--- config.mk ---
export PLATFORM = sky130hd
export DESIGN_NAME = stats_reader
export DESIGN_NICKNAME = d
export VERILOG_FILES = /design/src/rtl/stats_pkg.sv /design/src/rtl/stats_reader_fifo.sv /design/src/rtl/stats_reader.sv
export SDC_FILE = /design/constraint.sdc
export NUM_CORES = 1
export LEC_CHECK = 0
export BUFFER_PORTS_ARGS = -buffer_cell sky130_fd_sc_hd__buf_2
export CAP_MARGIN = 20
export CORE_ASPECT_RATIO = 0.7
export CORE_MARGIN = 5
export CORE_UTILIZATION = 35
export DETAILED_ROUTE_END_ITERATION = 12
export GPL_TIMING_DRIVEN = 0
export HOLD_SLACK_MARGIN = 0.06
export PLACE_DENSITY_LB_ADDON = 0.05
export SLEW_MARGIN = 30
export SYNTH_ARGS = -nofsm -noshare
export SYNTH_HDL_FRONTEND = slang
export SYNTH_HIERARCHICAL = 1
export SYNTH_SLANG_ARGS = --single-unit
export TNS_END_PERCENT = 20
--- constraint.sdc ---
create_clock -name clk -period 2.93 [get_ports clk]
set_input_delay 0.586 -clock clk [delete_from_list [all_inputs] [get_ports clk]]
set_output_delay 0.586 -clock clk [all_outputs]
set_load 0.01 [all_outputs]
--- src/rtl/stats_pkg.sv ---
// stats_pkg: shared widths, FSM state type and response beat layout for the stats read engine.
package stats_pkg;
  localparam int STATS_ADDR_W = 16;
  localparam int STATS_DATA_W = 32;
  typedef enum logic [1:0] {IDLE, ISSUE, DRAIN, ERR} stats_reader_state_t;
  typedef struct packed {
    logic [STATS_DATA_W-1:0] data;
    logic last;
    logic err;
  } stats_beat_t;
  localparam int STATS_BEAT_W = $bits(stats_beat_t);
endpackage

--- src/rtl/stats_reader_fifo.sv ---
// stats_reader_fifo: shift-register FIFO; entry 0 is the head, so the head is always a flop output.
module stats_reader_fifo import stats_pkg::*; #(
  parameter int DEPTH = 4,
  localparam int CW = $clog2(DEPTH + 1)
) (
  input  logic                    clk,
  input  logic                    rst,
  input  logic                    push,
  input  logic                    pop,
  input  logic [STATS_BEAT_W-1:0] din,
  output logic [STATS_BEAT_W-1:0] head,
  output logic [CW-1:0]           count
);
  stats_beat_t q [DEPTH];
  stats_beat_t nxt [DEPTH];
  logic [CW-1:0] wr;
  always_comb begin
    nxt = q;
    wr = count - CW'(pop);
    if (pop) for (int i = 0; i < DEPTH - 1; i++) nxt[i] = q[i+1];
    for (int i = 0; i < DEPTH; i++) if (push && wr == CW'(i)) nxt[i] = stats_beat_t'(din);
  end
  always_ff @(posedge clk) begin
    if (rst) begin
      q <= '{default: '0};
      count <= '0;
    end else begin
      q <= nxt;
      count <= count + CW'(push) - CW'(pop);
    end
  end
  assign head = q[0];
endmodule

--- src/rtl/stats_reader.sv ---
// stats_reader: burst read engine for the counter memory, compensating the fixed read latency.
// Define STATS_READER_CLR_EN to add clear-on-read outputs clr_valid/clr_addr.
module stats_reader import stats_pkg::*; #(
  parameter int NUM_COUNTERS = 1024,
  parameter int READ_LATENCY = 2
) (
  input  logic                    clk,
  input  logic                    reset,
  input  logic                    req_valid,
  output logic                    req_ready,
  input  logic [STATS_ADDR_W-1:0] req_addr,
  input  logic [7:0]              req_len,
  output logic [STATS_ADDR_W-1:0] raddr,
  input  logic [STATS_DATA_W-1:0] rdata,
  output logic                    resp_valid,
  input  logic                    resp_ready,
  output logic [STATS_DATA_W-1:0] resp_data,
  output logic                    resp_last,
  output logic                    resp_err
`ifdef STATS_READER_CLR_EN
  ,
  output logic                    clr_valid,
  output logic [STATS_ADDR_W-1:0] clr_addr
`endif
);
  localparam int FIFO_DEPTH = READ_LATENCY + 2;
  localparam int CW = $clog2(FIFO_DEPTH + 1);
  stats_reader_state_t state, next_state;
  logic [7:0] rem;
  logic [READ_LATENCY-1:0] vp, lp;
  logic [CW-1:0] fcount;
  logic [STATS_BEAT_W-1:0] head_bits;
  stats_beat_t head;
  logic accept, range_err, issue, pop, err_st, fifo_nonempty;
  stats_reader_fifo #(.DEPTH(FIFO_DEPTH)) u_fifo (
    .clk(clk),
    .rst(reset),
    .push(vp[READ_LATENCY-1]),
    .pop(pop),
    .din({rdata, lp[READ_LATENCY-1], 1'b0}),
    .head(head_bits),
    .count(fcount)
  );
  assign head = stats_beat_t'(head_bits);
  // Credits count FIFO entries plus reads still in the tag pipe, so the FIFO can never overflow.
  always_comb begin
    err_st = state == ERR;
    fifo_nonempty = fcount != '0;
    req_ready = state == IDLE && !reset;
    accept = req_valid && req_ready;
    range_err = {1'b0, req_addr} + 17'(req_len) + 17'd1 > 17'(NUM_COUNTERS);
    issue = state == ISSUE && int'(fcount) + $countones(vp) < FIFO_DEPTH;
    pop = fifo_nonempty && resp_ready && !err_st;
    resp_valid = err_st || fifo_nonempty;
    resp_data = err_st ? '0 : head.data;
    resp_last = err_st || (fifo_nonempty && head.last);
    resp_err = err_st || (fifo_nonempty && head.err);
    next_state = state == IDLE  ? (accept ? (range_err ? ERR : ISSUE) : IDLE) :
                 state == ISSUE ? (issue && rem == '0 ? DRAIN : ISSUE) :
                 state == DRAIN ? (vp == '0 && !fifo_nonempty ? IDLE : DRAIN) :
                 (resp_ready ? IDLE : ERR);
  end
  always_ff @(posedge clk) begin
    if (reset) state <= IDLE;
    else state <= next_state;
  end
  always_ff @(posedge clk) begin
    if (reset) begin
      raddr <= '0;
      rem <= '0;
      vp <= '0;
      lp <= '0;
    end else begin
      vp <= (vp << 1) | READ_LATENCY'(issue);
      lp <= (lp << 1) | READ_LATENCY'(issue && rem == '0);
      if (accept && !range_err) begin
        raddr <= req_addr;
        rem <= req_len;
      end else if (issue && rem != '0) begin
        raddr <= raddr + 16'd1;
        rem <= rem - 8'd1;
      end
    end
  end
`ifdef STATS_READER_CLR_EN
  // Beats leave in address order, so a running address tracks the popped beat.
  logic [STATS_ADDR_W-1:0] out_addr;
  always_ff @(posedge clk) begin
    if (reset) begin
      out_addr <= '0;
      clr_valid <= 1'b0;
      clr_addr <= '0;
    end else begin
      clr_valid <= pop;
      clr_addr <= out_addr;
      if (accept) out_addr <= req_addr;
      else if (pop) out_addr <= out_addr + 16'd1;
    end
  end
`endif
endmodule

=== After elaboration in Yosys (flattened, before gate mapping) ===
Index checks and enable logic that the tools add are counted.

* Bits in registers: 165
* Output and inout bits: 52

* $add $sub $neg: 9
* Order comparisons: 2
* Equality and inequality tests: 6
* Multiplexer cells: 17
* Bitwise logic cells: 2
* Reduce and logical (&&, ||, !) cells: 30

{| class="wikitable"
|+ Operators by type and width
! kind !! count
|-
| $mux 102 || 1
|-
| $mux 34 || 3
|-
| $mux 16 || 2
|-
| $mux 32 || 1
|-
| $add 16x8->17 || 1
|-
| $add 17x1->17 const B || 1
|-
| $gt 17x11->1 const B || 1
|-
| $add 16x1->16 const B || 1
|-
| $mux 2 || 8
|-
| $mux 8 || 2
|-
| $logic_and 1x1->1 || 14
|-
| $logic_not 8->1 || 1
|-
| $reduce_bool 2->1 || 4
|-
| $reduce_bool 8->1 || 1
|-
| $sub 8x1->8 const B || 1
|-
| $eq 3x2->1 const B || 2
|-
| $sub 3x1->3 || 2
|-
| $add 3x2->4 || 1
|-
| $eq 2x2->1 const B || 2
|-
| $logic_not 1->1 || 4
|-
| $logic_not 2->1 || 2
|-
| $lt 4x3->1 const B || 1
|-
| $or 2x1->2 || 2
|-
| $add 3x1->3 || 1
|-
| 6 further kinds || 7
|}

=== Depth between registers and ports, before layout ===
Gate-level depths: netlist of the first run.

* Depth in word-level cells: 8
* Mapped depth: 13
* Gate-level depth less buffers: 11

=== By module ===
Netlist of the first run, hierarchy kept.

{| class="wikitable"
|+ Modules (own cells, without submodules)
! module !! instances !! cells an instance !! area an instance (µm²) !! sequential area each (µm²)
|-
| stats_reader_fifo || 1 || 652 || 7066.8 || 2782.7
|-
| stats_reader || 1 || 344 || 2603.7 || 600.6
|}

=== Worst setup path after synthesis of the first run ===
OpenSTA, ideal clock, no wires.

* Kind: input port to flip-flop
* Start: input req_addr[0]
* End: register raddr[2]
* Library setup time: 0.132 ns
* Arrival: 2.946 ns
* Data required time: 2.798 ns
* Setup slack: -0.149 ns
* Stages: 13
* Buffers on the path: 2
* Cells stage by stage: inv_1 -> ha_1 -> inv_1 -> fa_1 -> xnor2_1 -> o2111ai_1 -> nor4_1 -> o2111ai_1 -> o41a_1 -> buf_2 -> buf_4 -> o31ai_1 -> a21oi_1

* Cells in the longest elaborated chain, start to end: 6

{| class="wikitable"
|+ Ends and longest elaborated chain
! what !! RTL line !! RTL
|-
| from (decl) || stats_reader.sv:11 || <nowiki>input logic [STATS_ADDR_W-1:0] req_addr,</nowiki>
|-
| $add 16x8->17 (*) || stats_reader.sv:51 || <nowiki>range_err = {1'b0, req_addr} + 17'(req_len) + 17'd1 > 17'(NUM_COUNTERS);</nowiki>
|-
| $add 17x1->17 (*) || stats_reader.sv:51 ||
|-
| $gt 17x11->1 (*) || stats_reader.sv:51 ||
|-
| $logic_not 1->1 (*) || stats_reader.sv:76 || <nowiki>if (accept && !range_err) begin</nowiki>
|-
| $logic_and 1x1->1 (*) || stats_reader.sv:76 ||
|-
| $mux 16 or $reduce_bool 2->1 (tied branches) || - ||
|-
| to (signal assigned) || stats_reader.sv:77 || <nowiki>raddr <= req_addr;</nowiki>
|-
| to (signal assigned) || stats_reader.sv:80 || <nowiki>raddr <= raddr + 16'd1;</nowiki>
|-
| to (decl) || stats_reader.sv:13 || <nowiki>output logic [STATS_ADDR_W-1:0] raddr,</nowiki>
|}

Mark *: on every way between the ends. The rest lies on a longest branch, timed or not.
A chain may end at the register's enable or synchronous reset.

=== Worst setup path after layout of the first run ===
* Start: input req_len[0]
* End: register raddr[3]

* Cells in the longest elaborated chain, start to end: 6

{| class="wikitable"
|+ Ends and longest elaborated chain
! what !! RTL line !! RTL
|-
| from (decl) || stats_reader.sv:12 || <nowiki>input logic [7:0] req_len,</nowiki>
|-
| $add 16x8->17 (*) || stats_reader.sv:51 ||
|-
| $add 17x1->17 (*) || stats_reader.sv:51 ||
|-
| $gt 17x11->1 (*) || stats_reader.sv:51 ||
|-
| $logic_not 1->1 (*) || stats_reader.sv:76 ||
|-
| $logic_and 1x1->1 (*) || stats_reader.sv:76 ||
|-
| $mux 16 or $reduce_bool 2->1 (tied branches) || - ||
|}

Marks and branches as above.

==> reports/qor.csv, run 1 <==
metric,value,unit
outcome,"finished, final reports clean",
"Primary FF master, synth",dfxtp_1,
largest net degree at the start of global routing,17,
CP startpoint kind,input port,
multi-input logic area,5709,sq um
Layout Cells excl Fill,1507,
pwr/cell area,611.2,nW/um^2
Avg WL per Cell,17.46,um
Tmin final,2.852,ns
"Worst Path Class, Setup",input port to flop,
R2R depth,9,
grt ovf,0,
I/O Buffers,111,
YS warnings,6,
"Power, Total",7.076,mW
# hold bufs at CTS,0,
Root Buffer,clkbuf_16,
asr flop ratio synth,0,
clk sinks,169,
"EDFF count, synth",0,
"Slew Viols, Final",0,
First DRT Iteration DRCs,316,
synth top area cells,"dfxtp_1 35%, mux2i_1 25%, nand2b_1 4.8%, or2_2 4.7%, buf_4 3.5%",
leakage,5.057,nW
Synth area leader,dfxtp_1,
Final Skew,0.008675,ns
Worst-Skew Late Latency,0.43,ns
CP Launch Point,req_len[0],
Fill cells,2717,
Worst Path Max Fanout,6,
syn nets,1073,
crit end category,flop,
nets,1206,
TritonCTS buffer count,17,
Hold Fails Final Rpt,0,
Total Die Area,31110,sq um
VDD IR-drop max,0.4125,mV
total core area,26960,sq um
area occupied by registers,3383,sq um
Mapped Cells,996,
Synth Cell Area,9671,sq um
Clock transition at path regs,0.07,ns
syn avg cell area,9.709,sq um
top-area cell type share of the netlist area,0.3499,
"commonest non-fill, non-tap cell in the layout",mux2i_1,
Max Clk Rate,350.7,MHz
1st-pass router iterations,5,
drt drc,0,
#FFs+latches synth,169,
Tcrit/Tclk final,0.9733,
HP Class,flop to flop,
Required @ worst endpoint,3.21,ns
DIE WIDTH,208.7,um
most frequent cells in the layout,"239 x mux2i_1, 169 x dfxtp_1, 114 x buf_2",
worst slack at placement,-0.7370,ns
Initial Utilization,0.3587,
Max-cap violations,0,
post-synthesis to final-layout area growth,19.72,%
GPL Wtd Cong,0.8313,
Avg Vias per Cell,4.821,
first-pass GRT wire length,41.66,mm
RSZ-0062 raised after global routing,true,
worst-case clock buffer depth,2,
post-DP HPWL,19.27,mm
CP arrival,3.13,ns
Reg-to-Reg Start,u_fifo/count[1],
Cells on Worst Hold Path,1,
Routed Antenna Nets,0,
hold_sp,lp[0],
# IOs,112,
Synth cell types,62,
die height,149.1,um
total track usage,0.1683,
final setup margin,0.07816,ns
overall routed net length,26.32,mm
Setup-failing EPs final,0,
placed cells,1471,
initial antenna violation count,1,
Least-Margin Pin Slew,0.7259,ns
CTS tree,yes,
register area share after synthesis,0.3499,
H-Tree Level Count,4,
layout cells sized above 1,0.2925,
Max transition margin,0.5161,
vias in the first global route,7249,
via count,7266,
row cnt,50,
## report_power, final
group	switching, mW	total, mW	internal, mW
clock network	0.993	2.28	1.29
registers	0.108	2.52	2.42
logic	1.24	2.27	1.03
## cells in the mapped netlist (all sizes together), types with 3 or more instances
library cell  instances
and3                  5
or2                 103
o21bai                3
a31oi                 3
a31o                  3
dfxtp               169
nor2                 20
nand3                18
mux2i               239
and2                 34
o21ai                 6
clkbuf               27
nor2b                 8
nor3                  9
xor2                 13
nand4                21
o21a                  3
o41ai                 5
inv                  13
xnor2                10
nand2                27
ha                   15
nor4                  7
a211oi                3
buf                  74
o31ai                19
nand2b               74
a21oi                34
or3                   3
## cell type report
class                      instances  area share
multi-input combinational        713      0.4931
sequential                       169      0.2922
buffer                           101     0.06744
timing repair buffer             114     0.05231
tap                              364     0.03934
clock buffer                      18     0.03793
clock inverter                    14     0.01275
inverter                          13    0.004647
antenna                            1   0.0002161
## path summary, 6_finish.rpt
| kind | endpoint | slack (ns) |
|---|---|---|
| worst max-delay path | raddr[3] | 0.08 |
| worst min-delay path | lp[1] | 0.44 |
| worst max register to register | u_fifo/head[33] | 0.18 |
| worst min register to register | lp[1] | 0.44 |
## stage by stage
| stage | util | area (sq um) | hold slack (ns) | setup TNS (ns) |
|---|---|---|---|---|
| after floorplan | - | 9676 | 0.4138 | -0.3603 |
| after global placement | 0.3963 | 10690 | 0.4336 | -16.74 |
| after detailed placement | 0.3963 | 10690 | 0.4204 | -14.69 |
| after CTS | 0.4190 | 11300 | 0.4132 | 0 |
| after global routing | 0.4293 | 11570 | 0.4231 | -0.05513 |
| final | 0.4294 | 11580 | 0.4375 | 0 |
## routing by layer
metal	wire, um	vias up	global-route usage
li1	-	3733	-
met1	14770	3423	0.2639
met3	831	11	0.03006
met2	10560	99	0.2409
met4	153	0	0.03032
met5	0	-	0
## cells by family (layout without fill, tap and decap cells)
family / Yosys count / in the layout / share of synthesized area
AO/OA/AOI/OAI: 94 / 94 / 0.06586
XOR/XNOR: 23 / 23 / 0.02161
adder cells (fa/ha/maj): 17 / 17 / 0.02355
buffers and inverters: 114 / 260 / 0.08268
flip-flops: 169 / 169 / 0.3499
multiplexers: 240 / 240 / 0.2485
other: 1 / 2 / 0.0003878
AND/OR/NAND/NOR: 338 / 338 / 0.2075
## worst max-delay path, cell delays in order
cell and delay, ns:
buf_6 0.08, inv_4 0.03, ha_4 0.14, inv_2 0.06
fa_2 0.25, a21oi_1 0.09, o21ai_0 0.31, a21oi_1 0.12
a211o_1 0.34, o41a_1 0.48, buf_6 0.18, buf_12 0.15
o31ai_4 0.22, a21oi_1 0.09
## state kept, by name (all words and copies together) (netlist names)
| name | count |
|---|---|
| state | 2 |
| raddr | 16 |
| lp | 2 |
| u_fifo/head | 34 |
| rem | 8 |
| vp | 2 |
| u_fifo/q | 102 |
| u_fifo/count | 3 |
## what timing repair did
| item | 4_1_cts | 5_1_grt |
|---|---|---|
| gates resized for setup | 5 | 52 |
| hold endpoints to repair | 0 | 0 |
| buffers inserted | 0 | 1 |
| pin swaps | 1 | 21 |
| setup endpoints to repair | 22 | 25 |
| gates cloned | 0 | 2 |
Power figures use the tool's default switching activity.
==> run 2, diff against run 1 <==
Settings changed: PLACE_DENSITY set to 0.55, PLACE_DENSITY_LB_ADDON 0.05 to unset.
==> run 2 against run 1 <==
  * The flow now finishes with violations (setup timing)
  * Clock skew down 0.0011 ns
  * First-iteration DRC count rose by 17%
  * Global-route usage decreased by 0.47 points
  * Critical path depth unchanged
  * Routed wire length shrank 1.6%
  * Die area is the same
  * Hold slack improved by 0.0034 ns
  * Sequential share of layout area shrank 0.21 points
  * Worst setup slack lost 0.097 ns
  * Via count up 1.3%
  * Largest power group unchanged
  * Sequential cell count stayed put
  * Clock-buffer cell count up 4
==> reports/qor.csv, run 2 (synthesis gave the netlist of run 1 again) <==
metric,value,unit,change
RSZ-0062 raised after global routing,true,,
post-DP HPWL,18.38,mm,-4.6%
CP arrival,3.24,ns,+0.11 ns
Max transition margin,0.5245,,+0.008376
layout cells sized above 1,0.2952,,+0.002727
M3 GR Usage,0.03721,,+0.007147
flop2flop setup slack,0.17,ns,about the same
First DRT Iteration DRCs,370,,+17%
Total Die Area,31110,sq um,unchanged
Max Clk Rate,339.1,MHz,-3.3%
final setup margin,-0.01920,ns,-0.09736 ns
worst slack at placement,-0.6657,ns,+0.07137 ns
Root Buffer,clkbuf_16,,
GPL Wtd Cong,0.8113,,-2.4%
"commonest non-fill, non-tap cell in the layout",mux2i_1,,
Clock transition at path regs,0.07,ns,about the same
Fill cells,2600,,-4.3%
R2R Path End,u_fifo/head[32],,
Routed Antenna Nets,0,,unchanged
Required @ worst endpoint,3.22,ns,about the same
antenna cells,0,,-1
Hold Fails Final Rpt,0,,unchanged
Worst-Skew Late Latency,0.43,ns,about the same
nets,1209,,+0.25%
CP startpoint kind,input port,,
CTS tree,yes,,
setup TNS,-0.02982,ns,-0.02982 ns
GRT met1 Usage,0.2508,,-0.01313
VDD IR-drop max,0.4139,mV,+0.33%
Initial Utilization,0.3587,,unchanged
drt drc,0,,unchanged
most frequent cells in the layout,"239 x mux2i_1, 169 x dfxtp_1, 115 x buf_2",,
H-Tree Level Count,4,,unchanged
leakage,5.095,nW,+0.76%
initial antenna violation count,0,,-1
via count,7359,,+1.3%
Avg Vias per Cell,4.877,,+1.1%
I/O Buffers,111,,unchanged
failing checks,setup timing,,
vias in the first global route,7290,,+0.57%
overall routed net length,25.88,mm,-1.6%
total core area,26960,sq um,unchanged
max FFs per register,102,,unchanged
"Slew Viols, Final",0,,unchanged
# IOs,112,,unchanged
outcome,"complete, but fails checks",,
Tcrit/Tclk final,1.007,,+0.03323
die height,149.1,um,unchanged
Layout Cells excl Fill,1509,,+0.13%
Max-cap violations,0,,unchanged
"Core Util, Final",0.4325,,+0.003155
Avg WL per Cell,17.15,um,-1.8%
grt ovf,0,,unchanged
first-pass GRT wire length,40.74,mm,-2.2%
"Worst Path Class, Setup",input port to flop,,
Final Skew,0.007571,ns,-0.001104 ns
placed cells,1471,,unchanged
met2 track demand over resource,0.2316,,-0.009271
Tmin final,2.949,ns,+0.09736 ns
Worst Path Max Fanout,6,,unchanged
Worst Setup EP,rem[1],,
pwr/cell area,625.1,nW/um^2,+2.3%
crit end category,flop,,
"Most flops, register",u_fifo/q,,
HP Class,input port to flop,,
DIE WIDTH,208.7,um,unchanged
post-synthesis to final-layout area growth,20.60,%,
Least-Margin Pin Slew,0.7133,ns,-0.01256 ns
row cnt,50,,unchanged
largest net degree at the start of global routing,17,,unchanged
Top Usage Layer GRT,met1,,
worst-case clock buffer depth,2,,unchanged
TritonCTS buffer count,17,,unchanged
Reg-to-Reg Start,u_fifo/count[1],,
clk sinks,169,,unchanged
total track usage,0.1636,,-0.004685
Setup-failing EPs final,2,,+2
1st-pass router iterations,5,,unchanged
CP Launch Point,req_addr[0],,
R2R depth,8,,-1
-- run 2: worst max-delay path, cell delays in order --
cell and delay [ns]:
buf_2 0.10, inv_2 0.07, ha_4 0.13, inv_2 0.04, fa_2 0.43, nor2b_2 0.14, o2111ai_2 0.12, nor4_2 0.34
o2111ai_2 0.23, o41a_1 0.41, buf_6 0.18, buf_12 0.15, o31ai_4 0.23, a21oi_1 0.09
-- run 2: worst min path at each step --
stage / startpoint / end / slack (ns) / depth (start not counted)
floorplan: lp[0] / lp[1] / 0.41 / 1
global placement: lp[0] / lp[1] / 0.43 / 1
detailed placement: lp[0] / lp[1] / 0.43 / 1
CTS: req_addr[3] / raddr[3] / 0.42 / 3
global route: req_addr[3] / raddr[3] / 0.44 / 3
finish: req_addr[3] / raddr[3] / 0.44 / 3
-- run 2: routing by layer --
| metal | wire length, um | share of wire |
|---|---|---|
| met5 | 0 | 0 |
| met4 | 208 | 0.0080 |
| met3 | 1292 | 0.050 |
| met2 | 10580 | 0.41 |
| met1 | 13810 | 0.53 |
-- run 2: cell type report --
cell class	instances	area (sq um)	share of cell area
multi-input combinational	713	5723	0.4907
sequential	169	3383	0.2901
buffer	101	782.0	0.06705
timing repair buffer	117	621.8	0.05332
clock buffer	22	484.2	0.04152
tap	364	455.4	0.03905
clock inverter	10	163.9	0.01405
inverter	13	48.80	0.004184
-- run 2: repair_timing --
action | 4_1_cts | 5_1_grt
cloned | 0 | 2
hold buffers | 0 | 0
setup buffers | 0 | 4
resized for setup | 3 | 52
endpoints found under the setup margin | 22 | 26
pin swaps | 0 | 29
hold endpoints to repair | 0 | 0
-- run 2: metrics by stage --
stage | hold WS (ns) | power, mW | instance area (sq um)
floorplan | 0.4138 | 4.192 | 9676
global placement | 0.4279 | 4.728 | 10690
detailed placement | 0.4313 | 4.736 | 10690
CTS | 0.4170 | 7.238 | 11350
global route | 0.4387 | 7.636 | 11660
finish | 0.4409 | 7.290 | 11660
-- run 2: report_power, final --
part	switching, mW	internal (mW)
combinational	1.25	1.04
sequential	0.104	2.42
clock	0.961	1.52
==> run 3, diff against run 2 <==
Settings changed: BUFFER_PORTS_ARGS -buffer_cell sky130_fd_sc_hd__buf_2 to unset, DONT_BUFFER_PORTS set to 1, PLACE_DENSITY 0.55 to 0.52, TNS_END_PERCENT 20 to 50.
==> run 3 against run 2 <==
  * Global-route usage is 0.18 points lower
  * Critical path type unchanged
  * Largest cell class unchanged
  * Largest power group unchanged
  * Hold slack worse by 0.21 ns
  * Sequential cell count stayed put
  * Sequential power hardly changed
  * Total power is 4.9% lower
  * The run now ends clean
  * First-iteration DRC count is 1.6% higher
  * Register-to-register slack hardly changed
  * Maximum frequency is 1.9% higher
  * Routed wire length is 1.2% lower
  * Final area is 6.7% lower
  * Via count is 5.8% lower
==> reports/qor.csv, run 3 (synthesis gave the netlist of run 1 again) <==
metric,value,unit,change
Reg-to-Reg Start,u_fifo/count[1],,
HP Class,input port to flop,,
"Max stage delay cell, worst path",fa_2,,
Worst Path Max Fanout,10,,+4
placed cells,1360,,-7.5%
GPL Wtd Cong,0.7992,,-1.5%
Switching Share,0.3260,,+0.009111
initial antenna violation count,0,,unchanged
Required @ worst endpoint,3.28,ns,+0.06 ns
Avg WL per Cell,18.33,um,+6.9%
R2R depth,8,,unchanged
row cnt,50,,unchanged
First DRT Iteration DRCs,376,,+1.6%
RSZ-0062 raised after global routing,true,,
# IOs,112,,unchanged
Comb power frac,0.306,,-0.008
clk sinks,169,,unchanged
total core area,26960,sq um,unchanged
CP arrival,3.24,ns,about the same
crit end category,flop,,
CP startpoint kind,input port,,
layout cells sized above 1,0.2027,,-0.09248
flop2flop setup slack,0.18,ns,about the same
Worst-Skew Late Latency,0.43,ns,about the same
Tcrit/Tclk final,0.9881,,-0.01846
hold_sp,reset,,
worst-case clock buffer depth,2,,unchanged
post-DP HPWL,18.54,mm,+0.84%
TritonCTS buffer count,17,,unchanged
met2 wire len,10.25,mm,-3.1%
power share of the sequential group,0.364,,+0.018
DIE WIDTH,208.7,um,unchanged
worst path cell trace,inv_1 -> ha_2 -> inv_1 -> fa_2 -> nor2b_2 -> o2111ai_2 -> nor4_2 -> o2111ai_2 -> buf_4 -> o41ai_4 -> buf_4 -> nand4_1 -> a21oi_1,,
Net Sw Power,2.259,mW,-2.2%
leakage,4.493,nW,-12%
Setup-failing EPs final,0,,-2
most frequent cells in the layout,"239 x mux2i_1, 169 x dfxtp_1, 74 x nand2b_1",,
"Most flops, register",u_fifo/q,,
post-synthesis to final-layout area growth,12.46,%,
Max Clk Rate,345.4,MHz,+1.9%
Hold Path Sink,vp[0],,
Final Skew,0.01283,ns,+0.005260 ns
Initial Utilization,0.3587,,unchanged
Routed Antenna Nets,0,,unchanged
die height,149.1,um,unchanged
antenna cells,0,,unchanged
CTS tree,yes,,
fin area,10880,sq um,-6.7%
M1 wire length,13.62,mm,-1.4%
Hold Fails Final Rpt,0,,unchanged
Top Layer Used,met4,,
R2R Path End,u_fifo/head[28],,
first-pass GRT wire length,39.43,mm,-3.2%
Cells on Worst Hold Path,1,,-2
VDD IR-drop max,0.2511,mV,-39%
Least-Margin Pin Slew,0.7064,ns,-0.006905 ns
nets,1095,,-9.4%
Clock transition at path regs,0.07,ns,about the same
Total Die Area,31110,sq um,unchanged
largest net degree at the start of global routing,17,,unchanged
Pint,4.671,mW,-6.2%
DR WL met3,1.549,mm,+20%
worst slack at placement,-0.5799,ns,+0.08575 ns
Avg Vias per Cell,4.968,,+1.9%
Max transition margin,0.5291,,+0.004603
"Worst Path Class, Setup",input port to flop,,
total track usage,0.1618,,-0.001797
Tmin final,2.895,ns,-0.05407 ns
overall routed net length,25.57,mm,-1.2%
grt ovf,0,,unchanged
Clock Power Share,0.330,,-0.010
Max-cap violations,0,,unchanged
via count,6931,,-5.8%
vias in the first global route,6610,,-9.3%
Layout Cells excl Fill,1395,,-7.6%
drt drc,0,,unchanged
1st-pass router iterations,5,,unchanged
final setup margin,0.03487,ns,+0.05407 ns
outcome,"finished, final reports clean",,
Critical Path Max Stage Delay,0.43,ns,about the same
pwr/cell area,637.2,nW/um^2,+1.9%
I/O Buffers,0,,-100%
H-Tree Level Count,4,,unchanged
DP Area,10130,sq um,-5.2%
"Slew Viols, Final",0,,unchanged
Root Buffer,clkbuf_16,,
"commonest non-fill, non-tap cell in the layout",mux2i_1,,
max FFs per register,102,,unchanged
-- run 3: cell type report --
cell class	count	area (sq um)
Inverter	13	48.80
Tap cell	364	455.4
Sequential cell	169	3383
Timing Repair Buffer	3	20.02
Buffer	101	773.2
Clock buffer	19	452.9
Multi-Input combinational cell	713	5595
Fill cell	2674	16090
Clock inverter	13	146.4
-- run 3: worst max path at each step --
| stage | startpoint | slack (ns) | endpoint |
|---|---|---|---|
| 2_1_floorplan | req_addr[0] | -0.04 | raddr[2] |
| 3_3_place_gp | req_addr[0] | -0.59 | raddr[14] |
| 3_5_place_dp | req_addr[7] | -0.58 | rem[3] |
| 4_1_cts | req_addr[0] | -0.05 | raddr[2] |
| 5_1_grt | req_addr[0] | -0.04 | raddr[4] |
| 6_report | req_addr[0] | 0.03 | rem[3] |
-- run 3: power groups by stage --
stage	Combinational (mW)	Sequential [mW]	Clock (mW)
2_1_floorplan	1.65	2.55	0
3_3_place_gp	2.08	2.57	0
3_5_place_dp	2.07	2.57	0
4_1_cts	2.08	2.52	2.36
5_1_grt	2.29	2.54	2.46
6_report	2.12	2.52	2.29
-- run 3: metrics by stage --
stage | TNS [ns] | util | total power, mW | hold slack, ns
final | 0 | 0.4033 | 6.930 | 0.2305
after global routing | -0.1802 | 0.4033 | 7.284 | 0.2163
after floorplan | -0.3603 | - | 4.192 | 0.4138
after detailed placement | -12.25 | 0.3757 | 4.644 | 0.4313
after global placement | -12.44 | 0.3757 | 4.653 | 0.4309
after CTS | -0.04613 | 0.3985 | 6.967 | 0.2054
-- run 3: critical path: cells and delay by family --
kind,cells,cell delay (ns)
buf+inv,4,0.51
compound gates,4,0.86
fa+ha+maj,2,0.61
simple gates,3,0.67
-- run 3: layer usage --
| metal | GRT usage | up-vias |
|---|---|---|
| met5 | 0 | - |
| met4 | 0.03195 | 0 |
| met3 | 0.04982 | 8 |
| met2 | 0.2236 | 134 |
| met1 | 0.2460 | 3288 |
| li1 | - | 3501 |
-- run 3: timing repair --
action,4_1_cts,5_1_grt
hold buffers,0,0
setup endpoints to repair,18,23
resized for setup,3,23
pin swaps,0,6
buffers inserted,0,2
cloned,0,1
